$ cat src/rtl/produto_escalar_pkg.sv
// produto_escalar_pkg: shared FSM state type and length-counter sizing.
package produto_escalar_pkg;
  typedef enum logic [1:0] {IDLE, RUN, DRAIN, DONE} state_e;
  function automatic int len_w(input int max_len);
    return $clog2(max_len + 1);
  endfunction
endpackage

$ cat src/rtl/produto_escalar_lane.sv
// produto_escalar_lane: one masked signed/unsigned multiply with a registered product.
module produto_escalar_lane #(
  parameter int DATA_W = 8
) (
  input  logic                  clk,
  input  logic                  rst,
  input  logic                  i_en,
  input  logic                  i_mask,
  input  logic                  i_signed,
  input  logic [DATA_W-1:0]     i_a,
  input  logic [DATA_W-1:0]     i_b,
  output logic [2*DATA_W-1:0]   o_prod
);
  logic [2*DATA_W-1:0] a_ext, b_ext, prod_d, prod_q;
  // Extending both operands to the product width gives the correct product in either mode
  always_comb begin
    a_ext  = {{DATA_W{i_signed & i_a[DATA_W-1]}}, i_a};
    b_ext  = {{DATA_W{i_signed & i_b[DATA_W-1]}}, i_b};
    prod_d = (i_en && !i_mask) ? a_ext * b_ext : '0;
  end
  always_ff @(posedge clk) prod_q <= rst ? '0 : prod_d;
  assign o_prod = prod_q;
endmodule

$ cat src/rtl/produto_escalar_stream.sv
// produto_escalar_stream: streaming dot product over LANES pairs per beat,
// two-stage pipeline (lane multiply, then chained lane adds into the accumulator).
module produto_escalar_stream
  import produto_escalar_pkg::*;
#(
  parameter int DATA_W  = 8,
  parameter int LANES   = 2,
  parameter int MAX_LEN = 256,
  parameter int ACC_W   = 64
) (
  input  logic                        clk,
  input  logic                        rst,
  input  logic                        i_start,
  input  logic [len_w(MAX_LEN)-1:0]   i_len,
  input  logic                        i_signed,
  input  logic                        i_accumulate,
  input  logic                        i_valid,
  output logic                        o_ready,
  input  logic [LANES*DATA_W-1:0]     i_a,
  input  logic [LANES*DATA_W-1:0]     i_b,
  output logic                        o_busy,
  output logic                        o_done,
  output logic [ACC_W-1:0]            o_result,
  output logic                        o_overflow
);
  localparam int LEN_W = len_w(MAX_LEN);
  localparam int PW = 2 * DATA_W;
  state_e state_q, state_d;
  logic [LEN_W-1:0] rem_q, rem_d, len_c;
  logic signed_q, signed_d, ovf_q, ovf_d, s1_v_q, s1_v_d, s2_v_q, s2_v_d;
  logic accept, last, add_ovf;
  logic [ACC_W-1:0] acc_q, acc_d, result_q, result_d, sum, ext, nxt;
  logic [PW-1:0] prod [LANES];
  logic [LANES-1:0] mask;
  assign accept = state_q == RUN && i_valid;
  assign last   = rem_q <= LEN_W'(LANES);
  assign len_c  = i_len > LEN_W'(MAX_LEN) ? LEN_W'(MAX_LEN) : i_len;
  for (genvar k = 0; k < LANES; k++) begin : g_lane
    assign mask[k] = rem_q <= LEN_W'(k);
    produto_escalar_lane #(.DATA_W(DATA_W)) u_lane (
      .clk(clk), .rst(rst), .i_en(accept), .i_mask(mask[k]), .i_signed(signed_q),
      .i_a(i_a[k*DATA_W +: DATA_W]), .i_b(i_b[k*DATA_W +: DATA_W]), .o_prod(prod[k])
    );
  end
  // Lanes are added one at a time so an overflow inside the lane sum is caught too
  always_comb begin
    sum = acc_q;
    ext = '0;
    nxt = '0;
    add_ovf = 1'b0;
    for (int k = 0; k < LANES; k++) begin
      ext = {{(ACC_W-PW){signed_q & prod[k][PW-1]}}, prod[k]};
      nxt = sum + ext;
      add_ovf = add_ovf | (sum[ACC_W-1] == ext[ACC_W-1] && nxt[ACC_W-1] != sum[ACC_W-1]);
      sum = nxt;
    end
  end
  always_comb begin
    state_d  = state_q;
    rem_d    = rem_q;
    signed_d = signed_q;
    s1_v_d   = accept;
    s2_v_d   = s1_v_q;
    acc_d    = s1_v_q ? sum : acc_q;
    ovf_d    = ovf_q | (s1_v_q & add_ovf);
    case (state_q)
      IDLE: if (i_start) begin
        rem_d    = len_c;
        signed_d = i_signed;
        acc_d    = i_accumulate ? result_q : '0;
        ovf_d    = 1'b0;
        state_d  = len_c == '0 ? DONE : RUN;
      end
      RUN: if (accept) begin
        rem_d   = last ? '0 : rem_q - LEN_W'(LANES);
        state_d = last ? DRAIN : RUN;
      end
      DRAIN: state_d = (!s1_v_q && !s2_v_q) ? DONE : DRAIN;
      default: state_d = IDLE;
    endcase
    result_d = state_d == DONE && state_q != DONE ? acc_d : result_q;
  end
  always_ff @(posedge clk) begin
    if (rst) begin
      state_q  <= IDLE;
      rem_q    <= '0;
      signed_q <= 1'b0;
      ovf_q    <= 1'b0;
      s1_v_q   <= 1'b0;
      s2_v_q   <= 1'b0;
      acc_q    <= '0;
      result_q <= '0;
    end else begin
      state_q  <= state_d;
      rem_q    <= rem_d;
      signed_q <= signed_d;
      ovf_q    <= ovf_d;
      s1_v_q   <= s1_v_d;
      s2_v_q   <= s2_v_d;
      acc_q    <= acc_d;
      result_q <= result_d;
    end
  end
  assign o_ready    = state_q == RUN;
  assign o_busy     = state_q != IDLE;
  assign o_done     = state_q == DONE;
  assign o_result   = result_q;
  assign o_overflow = ovf_q;
endmodule

$ cat config.mk
export PLATFORM = sky130hd
export DESIGN_NAME = produto_escalar_stream
export DESIGN_NICKNAME = d
export VERILOG_FILES = /design/src/rtl/produto_escalar_pkg.sv /design/src/rtl/produto_escalar_lane.sv /design/src/rtl/produto_escalar_stream.sv
export SDC_FILE = /design/constraint.sdc
export NUM_CORES = 1
export LEC_CHECK = 0
export CAP_MARGIN = 20
export CORE_MARGIN = 2
export CORE_UTILIZATION = 40
export DETAILED_ROUTE_END_ITERATION = 10
export PLACE_DENSITY_LB_ADDON = 0.05
export RECOVER_POWER = 50
export SYNTH_ARGS = -nofsm -noshare
export SYNTH_HDL_FRONTEND = slang
export SYNTH_SLANG_ARGS = --single-unit
$ cat constraint.sdc
create_clock -name clk -period 7.37 [get_ports clk]
set_input_delay 2.211 -clock clk [delete_from_list [all_inputs] [get_ports clk]]
set_output_delay 2.211 -clock clk [all_outputs]
set_load 0.02 [all_outputs]
# [Yosys cells after proc, flatten, opt, wreduce, memory -nomap -nowiden]
# Index checks and enable logic that the tools add are counted.
[totals] regBits=175 inputBits=47 out_inout_bits=68 word_cells=77
[classes] addsub=3 mul=2 magnitude_cmp=4 n_eq_ne=11 n_mux=17 bitwise_logic=11 reduce_logical=19
[ops] cell="$mux W64" n=4
[ops] cell="$add A64 B64 Y64" n=2
[ops] cell="$mux W9" n=4
[ops] cell="$mul A9 B9 Y16" n=2
[ops] cell="$le A9 B1 Y1 const B" n=2
[ops] cell="$pmux W9 S2" n=1
[ops] cell="$gt A9 B9 Y1 const B" n=1
[ops] cell="$le A9 B2 Y1 const B" n=1
[ops] cell="$logic_not A9 Y1" n=1
[ops] cell="$sub A9 B2 Y9 const B" n=1
[ops] cell="$mux W2" n=4
[ops] cell="$and A1 B1 Y1" n=7
[ops] cell="$logic_and A1 B1 Y1" n=7
[ops] cell="$eq A2 B2 Y1 const B" n=3
[ops] cell="$pmux W2 S3" n=1
[ops] cell="$logic_not A1 Y1" n=4
[ops] cell="$ne A2 B2 Y1 const B" n=2
[ops] cell="$reduce_bool A2 Y1" n=2
[ops] cell="$reduce_or A2 Y1" n=2
[ops] cell="$mux W1" n=3
[ops] cell="$reduce_and A3 Y1" n=1
[ops] cell="$eq A1 B1 Y1" n=2
[ops] cell="$eq A2 B1 Y1 const B" n=1
[ops] cell="$logic_not A2 Y1" n=1
[ops] cell="5 further kinds" n=8

# [Logic depth before layout (Yosys ltp)]
# Gate-level depths: netlist (run 1).
[depth] depth_word=10 ltp_mapped=31 depth_no_buf=25

# [Cells and area by module]
# Synthesis (run 1) repeated with hierarchy kept, for this count alone.
[hier_totals] cells_unflattened=2569 area_unflattened_um2=19765.2
[modules_own_cells] module="produto_escalar_stream" instances=1 cells_per_inst=1842 area_per_inst_um2=13321.5 seq_area_each_um2=2862.7
[modules_own_cells] module="produto_escalar_lane at g_lane[0].u_lane" instances=1 cells_per_inst=365 area_per_inst_um2=3224.3 seq_area_each_um2=320.3
[modules_own_cells] module="produto_escalar_lane at g_lane[1].u_lane" instances=1 cells_per_inst=362 area_per_inst_um2=3219.3 seq_area_each_um2=320.3

# [Least setup slack after synthesis (run 1)]
# OpenSTA, ideal clock, no wires.
[synth_timing] path_type="in2reg" startpoint="input port i_b[7]" endpoint="register g_lane[0].u_lane.prod_q[15]" t_arrival_ns=6.763 required_time_ns=7.235 slack_ns=0.472 cell_stages=21 path_buffers=1 path_cell_list="clkbuf_1 -> nand2_1 -> or2_2 -> fa_1 -> fa_1 -> inv_1 -> fa_1 -> fa_1 -> fa_1 -> ha_1 -> inv_1 -> nor2_1 -> nor2_1 -> o21bai_1 -> a21oi_1 -> o21bai_1 -> a21oi_1 -> o21bai_1 -> a21oi_1 -> xnor2_1 -> nor2_1"
[synth_between] elab_chain_len=2
[synth_rtl] item="start: declaration" line_no="produto_escalar_stream.sv:20" source="input logic [LANES*DATA_W-1:0] i_b,"
[synth_rtl] item="$and A1 B1 Y1" line_no="produto_escalar_lane.sv:18" source="b_ext = {{DATA_W{i_signed & i_b[DATA_W-1]}}, i_b};"
[synth_rtl] item="$mul A9 B9 Y16 *" line_no="produto_escalar_lane.sv:19" source="prod_d = (i_en && !i_mask) ? a_ext * b_ext : '0;"
[synth_rtl] item="end signal: assignment" line_no="produto_escalar_lane.sv:21" source="always_ff @(posedge clk) prod_q <= rst ? '0 : prod_d;"
[synth_rtl] item="end: declaration" line_no="produto_escalar_lane.sv:14" source="logic [2*DATA_W-1:0] a_ext, b_ext, prod_d, prod_q;"
# Every way passes the cells marked *; elsewhere a longest branch is shown, timed or not.
# A chain may end at the register's enable or synchronous reset.

# [Final worst setup path (run 1)]
[layout_timing] startpoint="register g_lane[0].u_lane.prod_q[0]" endpoint="register result_q[63] (netlist: o_result[63])"
[layout_between] elab_chain_len=5
[layout_rtl] item="$add A64 B64 Y64 * (2 in a row)" line_no="produto_escalar_stream.sv:53" source="nxt = sum + ext;"
[layout_rtl] item="$mux W64 *" line_no="produto_escalar_stream.sv:64" source="acc_d = s1_v_q ? sum : acc_q;"
[layout_rtl] item="$mux W64" line_no="produto_escalar_stream.sv:67" source="IDLE: if (i_start) begin"
[layout_rtl] item="$mux W64 *" line_no="produto_escalar_stream.sv:66" source="case (state_q)"
[layout_rtl] item="end signal: assignment" line_no="produto_escalar_stream.sv:101" source="result_q <= result_d;"
[layout_rtl] item="end: declaration" line_no="produto_escalar_stream.sv:32" source="logic [ACC_W-1:0] acc_q, acc_d, result_q, result_d, sum, ext, nxt;"
# Marks and branches as above.

==> results by group, run 1 <==
Logic synthesis
  – Post-synth top area cell: dfxtp_1
  – Top_reg_cell synth: dfxtp_1
  – Post-synthesis sequential area ratio: 17.9%
  – Mapped cell area: 19500 sq um
  – Yosys warns: 0
  – Synthesized flop and latch total: 175
  – EDFF count, synth: 0
  – Post-synthesis cell count: 2485
  – Area share of the largest cell type after synthesis: between 10% and 20%
  – Top cells by area, synth: dfxtp_1 (18%), fa_1 (13%), ha_1 (9.7%)
  – Dominant cell by count in the synthesized netlist: a21oi_1
  – Unique masters post-synth: 94
  – Syn Nets: ~2.8k
  – Top post-synthesis cells by count: a21oi_1 (228), nand2_1 (225), nor2_1 (219), dfxtp_1 (175), inv_1 (172)
  – Fraction of registers with async set/reset: 0%
  – Syn avg cell area: between 7 and 8 sq um

Setup path
  – Critical path depth: 25
  – CP Class: flip-flop to flip-flop
  – Most frequent CP cell: a21oi_1
  – Crit path capture: o_result[63]$_SDFFE_PP0P_
  – Depth of the worst register-to-register path: 25
  – Top delay family on crit path: compound AO/OA/AOI/OAI gates
  – CP Max Fanout: 6
  – Crit-path slowest cell: o21ai_0
  – Critical Path Sink Type: flip-flop
  – FF-to-FF End: o_result[63]$_SDFFE_PP0P_
  – Worst R2R Start: g_lane[0].u_lane.o_prod[0]$_SDFF_PP0_
  – WP buf/inv: 2
  – CP startpoint kind: flip-flop
  – R2R setup slack: roughly 560 ps
  – Worst path max stage delay: around 550 ps
  – Crit path from: g_lane[0].u_lane.o_prod[0]$_SDFF_PP0_
  – Critical Path AT: around 7200 ps
  – Critical Path RT: around 7700 ps

Floorplan
  – Row count: 80
  – DIE AREA: 50600 sq um
  – Ports: between 100 and 150
  – Initial Utilization: 40.7%
  – Die width: about 220 um
  – Core ar.: 47900 sq um
  – DIE HEIGHT: around 220 um

Timing
  – Skew final: 23.2 ps
  – Slew Limit Fails: around 130
  – Slew headroom: -120%
  – RSZ-0062 raised after global routing: no
  – Slew @ Worst Pin: about 3300 ps
  – Min Tclk post-route: 6810 ps
  – Final hold vios: 0
  – Final Cycle Share: around 92%
  – Setup ws final: approximately 560 ps
  – Final setup fails: 0
  – TNS Setup: 0 ps
  – Worst hold slack: around 470 ps
  – F_max: approximately 0.15 GHz

Pwr
  – Pwr/cell area: roughly 170 nW/um^2
  – Net Sw Frac: between 40% and 50%
  – Max VDD drop: between 100 and 150 uV
  – P_sw: approximately 1.5 mW
  – Internal power: 2.23 mW
  – Combinational share of power: between 40 and 50%
  – Static Leak: 9.33 nW
  – Clock power share: roughly a quarter
  – Sequential cell fraction of total power: between 20% and 30%

Placement
  – Placement Setup Slack: between 0.8 and 0.9 ps
  – Inst Count DP: approximately 3.1k
  – HPWL after DPL: roughly 50 mm
  – RePlAce Congestion: about 0.93
  – # port buffers: 114

Clocking
  – Clock tree from TritonCTS: done
  – Clock Tree Buf Depth: 2
  – Clock latency on the worst-skew pair: about 480 ps
  – CTS sink cnt: 175
  – H-tree level count: 4
  – TritonCTS buffer count: 17
  – Clock root buffer: clkbuf_16
  – Worst-path clk slew: roughly 90 ps

Route
  – DRT Pass-1 Iters: 6
  – # DRC: 0
  – Via Count: approximately 18k
  – Iter 0 DRT Violations: 1267
  – Vias/cell: approximately 5.8
  – Average wire per standard cell: a little over 20 um
  – Antenna-violating nets left: 0
  – Routed WL: ~64 mm

Worst hold path
  – Hold Crit Class: flip-flop to flip-flop
  – Hold-critical path depth: 2

Run status
  – Status: complete, but fails checks
  – Failing checks: capacitance limit, slew limit

Global route
  – First-pass GRT wire length: 101 mm
  – Initial antenna violation count: 0
  – Largest net degree at the start of global routing: between 60 and 70
  – Gr usage total: approximately a quarter
  – Vias in the first global route: around 18k
  – Gr ovfl total: 0

Final layout
  – Share of post-route cells with drive strength above 1: under 10%
  – Antenna Cells: 0
  – Final Non-Filler Cells: 3146
  – Layout area overhead: 12.2%
  – Fin nets: approximately 2.8k

Job
  – Max-cap violations: 3
==> sequential cells by signal, indices dropped and copies added, names as in the netlist <==
register / cells
state_q: 2
g_lane.u_lane.o_prod: 32
o_result: 64
rem_q: 9
signed_q: 1
s2_v_q: 1
o_overflow: 1
s1_v_q: 1
acc_q: 64
==> area by class of cell <==
| class | count | area (sq um) |
|---|---|---|
| fill | 4807 | 26000 |
| multi-input combinational | 1974 | 14800 |
| sequential | 175 | 3500 |
| timing repair buffer | 177 | 1610 |
| tap | 615 | 769 |
| inverter | 173 | 649 |
| clock buffer | 18 | 439 |
| clock inverter | 14 | 164 |
==> power groups by stage <==
| stage | registers [mW] | logic (mW) | clock network, mW |
|---|---|---|---|
| floorplan | 1.07 | 1.30 | 0 |
| CTS | 1.08 | 1.77 | 0.987 |
| global route | 1.09 | 2.01 | 1.02 |
| finish | 1.08 | 1.73 | 0.966 |
| global placement | 1.10 | 1.73 | 0 |
| detailed placement | 1.10 | 1.76 | 0 |
==> worst register-to-register path, cell delays in order (launching register included) <==
cell and delay [ps]:
dfxtp_1 350, ha_1 220, fa_1 400, a21o_1 210, a221oi_2 310, o21ai_1 230
a311o_1 450, a221oi_4 420, buf_4 200, buf_4 130, o41ai_1 70, a21oi_1 310
o21ai_1 160, o21ai_0 130, xnor2_1 140, ha_1 420, a21oi_1 100, o21ai_0 550
a21oi_1 140, o31a_1 320, a21o_1 220, xnor2_1 150, or2_2 290, mux2i_1 180
mux2_1 370, o31a_1 240
==> layout by cell type (no fill, tap or decap), drive strengths merged, types with 9 or more instances in the layout <==
cell type and count:
a211oi 62, a21boi 9, a21o 47, a21oi 231, a22oi 19, a311oi 9, a31oi 29, and2 84
and3 33, buf 61, clkbuf 22, clkdlybuf4s50 44, dfxtp 175, dlygate4sd3 68, fa 128, ha 151
inv 181, mux2i 43, nand2 225, nand3 49, nand4 41, nor2 219, nor2b 13, nor3 47
nor4 18, o211ai 12, o21a 22, o21ai 100, o21bai 34, o22ai 10, o31ai 14, or2 23
or3 17, or4 10, xnor2 130, xor2 38
==> per-layer routing <==
layer	track usage (%)	up-vias	routed length, um	part of all wire [%]
met5	0	-	0	0
li1	-	8794	-	-
met1	31.7	8786	27400	43
met3	2.03	89	2240	3.5
met4	9.63	0	2050	3.2
met2	46.0	450	31800	50
==> through the flow <==
stage               power (mW)  util [%]  instance area [sq um]
floorplan                 2.37         -                  19500
global placement          2.83      44.4                  21300
detailed placement        2.86      44.4                  21300
CTS                       3.84      45.6                  21900
global route              4.12      45.7                  21900
finish                    3.78      45.7                  21900
==> worst min path at each step <==
stage / startpoint / end / slack (ps)
6_report: o_overflow$_SDFF_PP0_ / o_overflow$_SDFF_PP0_ / 470
5_1_grt: o_result[43]$_SDFFE_PP0P_ / o_result[43]$_SDFFE_PP0P_ / 490
4_1_cts: o_overflow$_SDFF_PP0_ / o_overflow$_SDFF_PP0_ / 470
3_5_place_dp: o_overflow$_SDFF_PP0_ / o_overflow$_SDFF_PP0_ / 460
3_3_place_gp: o_overflow$_SDFF_PP0_ / o_overflow$_SDFF_PP0_ / 450
2_1_floorplan: rem_q[7]$_SDFFE_PP0P_ / rem_q[7]$_SDFFE_PP0P_ / 470
==> repair_timing <==
item	4_1_cts	5_1_grt
gates resized for setup	0	1
hold buffers	0	0
setup endpoints to repair	0	2
buffers inserted	0	3
==> cell families (layout without fill, tap and decap cells) <==
kind of cell | after synthesis | after routing | share of synthesized area (%)
xor+xnor | 168 | 168 | 7.54
fa+ha+maj | 280 | 280 | 22.9
compound gates | 679 | 679 | 23.0
mux | 46 | 46 | 2.38
simple gates | 801 | 801 | 19.8
flops | 175 | 175 | 17.9
buf+inv | 336 | 382 | 6.54
(Power assumes the default switching activity.)
==> run 2: changes to the inputs <==
- CORE_ASPECT_RATIO: unset -> 0.5
==> run 2 against run 1 <==
  * Largest cell class unchanged
  * Hold slack worse by 3.1 ps
  * Wire length is 2.3% lower
  * The run still ends with capacitance limit, slew limit left
  * Non-clock buffer count is 3 higher
  * Sequential cell count stayed put
  * Clock power is 2.8% lower
  * Final area is 0.15% higher
  * Global-route usage is 1.0 points lower
  * Die area is 0.21% higher
  * Maximum frequency is 2.9% lower
  * Sequential share of layout area hardly changed
  * Register-to-register slack worse by 210 ps
  * Largest power group unchanged
==> results by group, run 2 (synthesized netlist as in run 1, its figures left out) <==
Pwr
  – Max VDD drop: 133 uV
  – Total power: about 3.7 mW
  – Pwr/cell area: about 170 nW/um^2
  – Static Leak: between 9 and 10 nW

Route
  – Antenna-violating nets left: 0
  – Routed WL: 62.1 mm
  – # DRC: 0
  – DRT Pass-1 Iters: 6
  – Iter 0 DRT Violations: 1244
  – Via Count: 17.9k
  – Average wire per standard cell: slightly below 20 um
  – Vias/cell: 5.61

Clocking
  – Clock root buffer: clkbuf_16
  – Post-cts resize count: 0
  – Postcts setup bufs: 0
  – Clock tree from TritonCTS: done
  – Clock Tree Buf Depth: 2
  – CTS sink cnt: 175
  – Worst-path clk slew: approximately 80 ps
  – Clock latency on the worst-skew pair: between 400 and 500 ps
  – H-tree level count: 4
  – Hold buffer count at CTS: 0
  – TritonCTS buffer count: 17

Setup path
  – Crit-path slowest cell: nor4_1
  – Crit path from: acc_q[0]$_SDFF_PP0_
  – CP Class: flip-flop to flip-flop
  – Crit path capture: o_result[63]$_SDFFE_PP0P_
  – Critical path depth: 23
  – Critical path cell sequence: ha_1, fa_1, a21o_1, a221oi_2, o21ai_1, a311o_1, a221oi_4, o21ai_1, a22o_1, mux2i_1, xor2_1, ha_1, nand4_1, nor4_1, a211oi_1, a21oi_1, nor3b_1, a21o_1, xnor2_1, or2_2, mux2i_1, mux2_1, o31a_1
  – CP Max Fanout: 7
  – WP buf/inv: 0
  – Top delay family on crit path: compound AO/OA/AOI/OAI gates
  – Worst R2R Start: acc_q[0]$_SDFF_PP0_
  – Critical Path Sink Type: flip-flop
  – FF-to-FF End: o_result[63]$_SDFFE_PP0P_
  – Depth of the worst register-to-register path: 23
  – Critical Path RT: slightly below 8000 ps
  – CP startpoint kind: flip-flop
  – R2R setup slack: roughly 350 ps
  – Critical Path AT: 7360 ps
  – Worst path max stage delay: approximately 630 ps

Timing
  – Final hold vios: 0
  – Setup ws final: 352 ps
  – Final setup fails: 0
  – Slew Limit Fails: roughly 190
  – Final Cycle Share: a little over nine tenths
  – Min Tclk post-route: 7020 ps
  – Slew headroom: -74.6%
  – RSZ-0062 raised after global routing: no
  – Skew final: between 20 and 25 ps
  – Slew @ Worst Pin: approximately 2600 ps
  – F_max: around 0.14 GHz
  – TNS Setup: 0 ps

Placement
  – # port buffers: 114
  – RePlAce Congestion: between 0.9 and 1
  – HPWL after DPL: slightly below 50 mm
  – Inst Count DP: 3151
  – Placement Setup Slack: between 60 and 70 ps

Final layout
  – Final Util: a little under half
  – Final Non-Filler Cells: between 3k and 4k
  – Most common cell after layout, fill and taps aside: a21oi_1
  – Share of post-route cells with drive strength above 1: between 5 and 6%
  – Fin nets: around 2.8k
  – Antenna Cells: 0
  – Commonest non-fill, non-tap cells in the layout: a21oi_1 (228), nand2_1 (223), nor2_1 (217), dfxtp_1 (174), inv_1 (172)
  – Layout area overhead: 12.4%

Global route
  – Met1 GRT Util: 34.8%
  – First-pass GRT wire length: roughly 98 mm
  – Met2 Usage GRT: between 40% and 50%
  – Initial antenna violation count: 0
  – Met3 GRT Util: about 2.2%
  – Largest net degree at the start of global routing: between 60 and 70
  – Vias in the first global route: about 17k
  – Gr ovfl total: 0
  – Gr usage total: 24.5%
  – GRT busiest layer: met2

Floorplan
  – Initial Utilization: between 40% and 50%
  – DIE HEIGHT: 160 um
  – Die width: between 300 and 400 um
  – Core ar.: just under 50000 sq um
  – DIE AREA: slightly above 50000 sq um
  – Ports: about 120
  – Row count: 57

Job
  – Max-cap violations: 4

Run status
  – Failing checks: capacitance limit, slew limit
  – Status: complete, but fails checks

Worst hold path
  – Hold Crit Class: flip-flop to flip-flop
-- run 2: worst min-delay path by stage --
stage	startpoint	slack [ps]	end	depth (start not counted)
5_1_grt	o_overflow$_SDFF_PP0_	500	o_overflow$_SDFF_PP0_	2
3_5_place_dp	o_overflow$_SDFF_PP0_	450	o_overflow$_SDFF_PP0_	2
3_3_place_gp	o_overflow$_SDFF_PP0_	450	o_overflow$_SDFF_PP0_	2
4_1_cts	o_overflow$_SDFF_PP0_	470	o_overflow$_SDFF_PP0_	2
2_1_floorplan	rem_q[7]$_SDFFE_PP0P_	470	rem_q[7]$_SDFFE_PP0P_	2
6_report	o_overflow$_SDFF_PP0_	470	o_overflow$_SDFF_PP0_	2
-- run 2: routing by layer --
metal  part of all wire [%]  wire length, um
met1                     48            30000
met2                     47            29000
met3                    3.5             2180
met4                    1.5              909
met5                      0                0
-- run 2: report_power, final --
| part | internal (mW) | switching (mW) | leakage (nW) |
|---|---|---|---|
| registers | 1.00 | 0.0755 | 1.42 |
| logic | 0.735 | 0.993 | 7.63 |
| clock network | 0.456 | 0.483 | 0.286 |
| total | 2.20 | 1.55 | 9.33 |
-- run 2: worst min-delay path, cell delays in order, from the launching register on --
cell	delay [ps]
dfxtp_1	310
inv_1	50
a211oi_1	60
-- run 2: through the flow --
step	area (sq um)	hold slack, ps
final	21900	466
after detailed placement	21400	452
after CTS	22000	468
after floorplan	19500	469
after global placement	21400	451
after global routing	21900	498
-- run 2: cell type report --
class                           count  area, sq um
Clock buffer                       17          425
Clock inverter                     15          168
Fill cell                        4992        26400
Inverter                          173          649
Multi-Input combinational cell   1974        14700
Sequential cell                   175         3500
Tap cell                          649          812
Timing Repair Buffer              180         1630
==> run 3: changes to the inputs <==
- SYNTH_HIERARCHICAL: unset -> 1
- clock period: 7.37 -> 8.4 ns (I/O delays scaled with it)
==> run 3 against run 2 <==
  * Critical path depth is 3 higher
  * The flow still finishes with violations (capacitance limit, slew limit)
  * Global-route usage is 1.3 points lower
  * Count of clock-buffer cells in the layout is 2 higher
==> results by group, run 3 <==
Run status
  – Status: complete, but fails checks
  – Failing checks: capacitance limit, slew limit

Clocking
  – Clock tree from TritonCTS: done
  – H-tree level count: 4
  – Post-cts resize count: 0
  – Clock root buffer: clkbuf_16
  – Worst-path clk slew: about 80 ps
  – Hold buffer count at CTS: 0
  – Clock latency on the worst-skew pair: between 400 and 500 ps
  – Postcts setup bufs: 0
  – TritonCTS buffer count: 17
  – CTS sink cnt: between 150 and 200
  – Clock Tree Buf Depth: 2

Timing
  – Worst hold slack: between 400 and 500 ps
  – TNS Setup: 0 ps
  – F_max: ~0.14 GHz
  – Slew @ Worst Pin: around 3600 ps
  – Final hold vios: 0
  – Slew headroom: -139%
  – Min Tclk post-route: ~7200 ps
  – Skew final: a little over 20 ps
  – Final Cycle Share: a little under nine tenths
  – Slew Limit Fails: 206
  – Final setup fails: 0
  – Setup ws final: 1230 ps
  – RSZ-0062 raised after global routing: no

Setup path
  – Critical Path Sink Type: flip-flop
  – Critical Path RT: around 8600 ps
  – CP startpoint kind: flip-flop
  – WP buf/inv: 1
  – CP Class: flip-flop to flip-flop
  – R2R setup slack: 1230 ps
  – Worst path max stage delay: just over 700 ps
  – Critical Path AT: 7380 ps
  – Top delay family on crit path: compound AO/OA/AOI/OAI gates
  – Most frequent CP cell: a21oi_1
  – Crit-path slowest cell: a221oi_1
  – CP Max Fanout: 7

Floorplan
  – Ports: 115
  – Core ar.: between 40000 and 50000 sq um
  – DIE AREA: between 50000 and 60000 sq um
  – Initial Utilization: 40.6%
  – DIE HEIGHT: roughly 160 um
  – Row count: 57
  – Die width: around 320 um

Route
  – Average wire per standard cell: approximately 19 um
  – DRT Pass-1 Iters: 5
  – Antenna-violating nets left: 0
  – DRT met1 WL: roughly 28 mm
  – Vias/cell: approximately 5.6
  – Max Used Layer: met4
  – Via Count: 18.0k
  – Routed WL: about 60 mm
  – Iter 0 DRT Violations: approximately 1.1k
  – Met3 WL: 2.03 mm
  – # DRC: 0
  – Metal2 WL: just under 30 mm

Logic synthesis
  – Dominant cell by count in the synthesized netlist: nor2_1
  – Compound-cell area share of the yosys netlist: 21.3%
  – Mux contribution to synthesized area: around 2.6%
  – Top_reg_cell synth: dfxtp_1
  – Top cells by area, synth: dfxtp_1 (18%), fa_1 (13%), ha_1 (9.6%)
  – Fraction of registers with async set/reset: 0%
  – Unique masters post-synth: slightly below 100
  – EDFF count, synth: 0
  – Area share of the largest cell type after synthesis: between 10% and 20%
  – Syn avg cell area: 7.69 sq um
  – Synthesized flop and latch total: around 180
  – Syn Nets: 2895
  – Post-synth top area cell: dfxtp_1
  – Simple-gate area share of the yosys netlist: a little over a fifth
  – Yosys warns: 6
  – Post-synthesis cell count: 2569
  – Adder-cell share of the synthesized area: between 20% and 30%
  – Post-synthesis sequential area ratio: between 15 and 20%
  – Mapped cell area: 19800 sq um
  – Xor and xnor area share after synthesis: 6.94%
  – Main combinational cell family by area after synthesis: adder cells
  – Top post-synthesis cells by count: nor2_1 (272), nand2_1 (236), inv_1 (216), a21oi_1 (209), dfxtp_1 (175)

Final layout
  – Share of post-route cells with drive strength above 1: around 4.0%
  – Final Non-Filler Cells: 3219
  – Reg area: roughly 3500 sq um
  – Fin nets: around 2.9k
  – Final Util: between 40% and 50%
  – Layout fillers: 5027
  – Antenna Cells: 0
  – Footprint of the multi-input gates: around 15000 sq um
  – Final Cell Area: between 20000 and 25000 sq um
  – Layout area overhead: 10.6%
  – Most common cell after layout, fill and taps aside: nor2_1
  – Commonest non-fill, non-tap cells in the layout: nor2_1 (272), nand2_1 (234), inv_1 (216), a21oi_1 (209), dfxtp_1 (174)

Pwr
  – Pwr/cell area: about 150 nW/um^2
  – Static Leak: roughly 9.6 nW
  – P_sw: around 1.3 mW
  – Max VDD drop: 125 uV
  – Total power: around 3.3 mW
  – Sequential cell fraction of total power: between 20% and 30%
  – Clock power share: between 20% and 30%
  – Internal power: 1.97 mW
  – Combinational share of power: a little under half
  – Net Sw Frac: roughly 40%

Global route
  – Gr usage total: a little under a quarter
  – Vias in the first global route: 17.2k
  – First-pass GRT wire length: approximately 96 mm
  – Largest net degree at the start of global routing: a little under 80
  – Gr ovfl total: 0
  – Initial antenna violation count: 0

Placement
  – Inst Count DP: between 3k and 4k
  – # port buffers: 114
  – HPWL after DPL: roughly 47 mm
  – Cell Area, Placed: 21200 sq um
  – Placement Setup Slack: 780 ps
  – RePlAce Congestion: 0.902

Worst hold path
  – Hold Crit Class: flip-flop to flip-flop

Job
  – Max-cap violations: 4
-- run 3: final timing paths --
kind                             startpoint                         to  cells past startpoint
setup / recovery        acc_q[0]$_SDFF_PP0_  o_result[61]$_SDFFE_PP0P_                     26
hold / removal    o_result[59]$_SDFFE_PP0P_  o_result[59]$_SDFFE_PP0P_                      2
setup reg to reg        acc_q[0]$_SDFF_PP0_  o_result[61]$_SDFFE_PP0P_                     26
hold reg to reg   o_result[59]$_SDFFE_PP0P_  o_result[59]$_SDFFE_PP0P_                      2
-- run 3: cell families after synthesis --
family	count (synthesis)
DFF	175
buffers and inverters	381
and+or+nand+nor	890
xor gates and xnor gates	155
adders and majority gates	280
muxes	51
AOI/OAI and AO/OA	637
-- run 3: layer usage --
layer / vias up / track usage [%]
li1: 8909 / -
met1: 8667 / 31.3
met2: 343 / 40.9
met3: 47 / 2.19
met4: 0 / 4.33
met5: - / 0
-- run 3: power by group through the flow --
stage          logic (mW)  registers (mW)  clock network (mW)
2_1_floorplan        1.20           0.915                   0
3_3_place_gp         1.52           0.954                   0
3_5_place_dp         1.52           0.954                   0
4_1_cts              1.54           0.935               0.883
5_1_grt              1.75           0.940               0.914
6_report             1.51           0.934               0.859
-- run 3: worst min-delay path, cell delays in order (launching register included) --
cell,delay [ps]
dfxtp_1,330
nand2_1,60
a21oi_1,50
-- run 3: layout make-up --
type,count,share of cell area [%]
multi-input cells,2013,67.9
flip-flops and latches,175,16.0
repair buffers,133,5.77
inverters,217,3.73
well taps,649,3.72
clock buffers,19,2.08
clock inverters,13,0.779
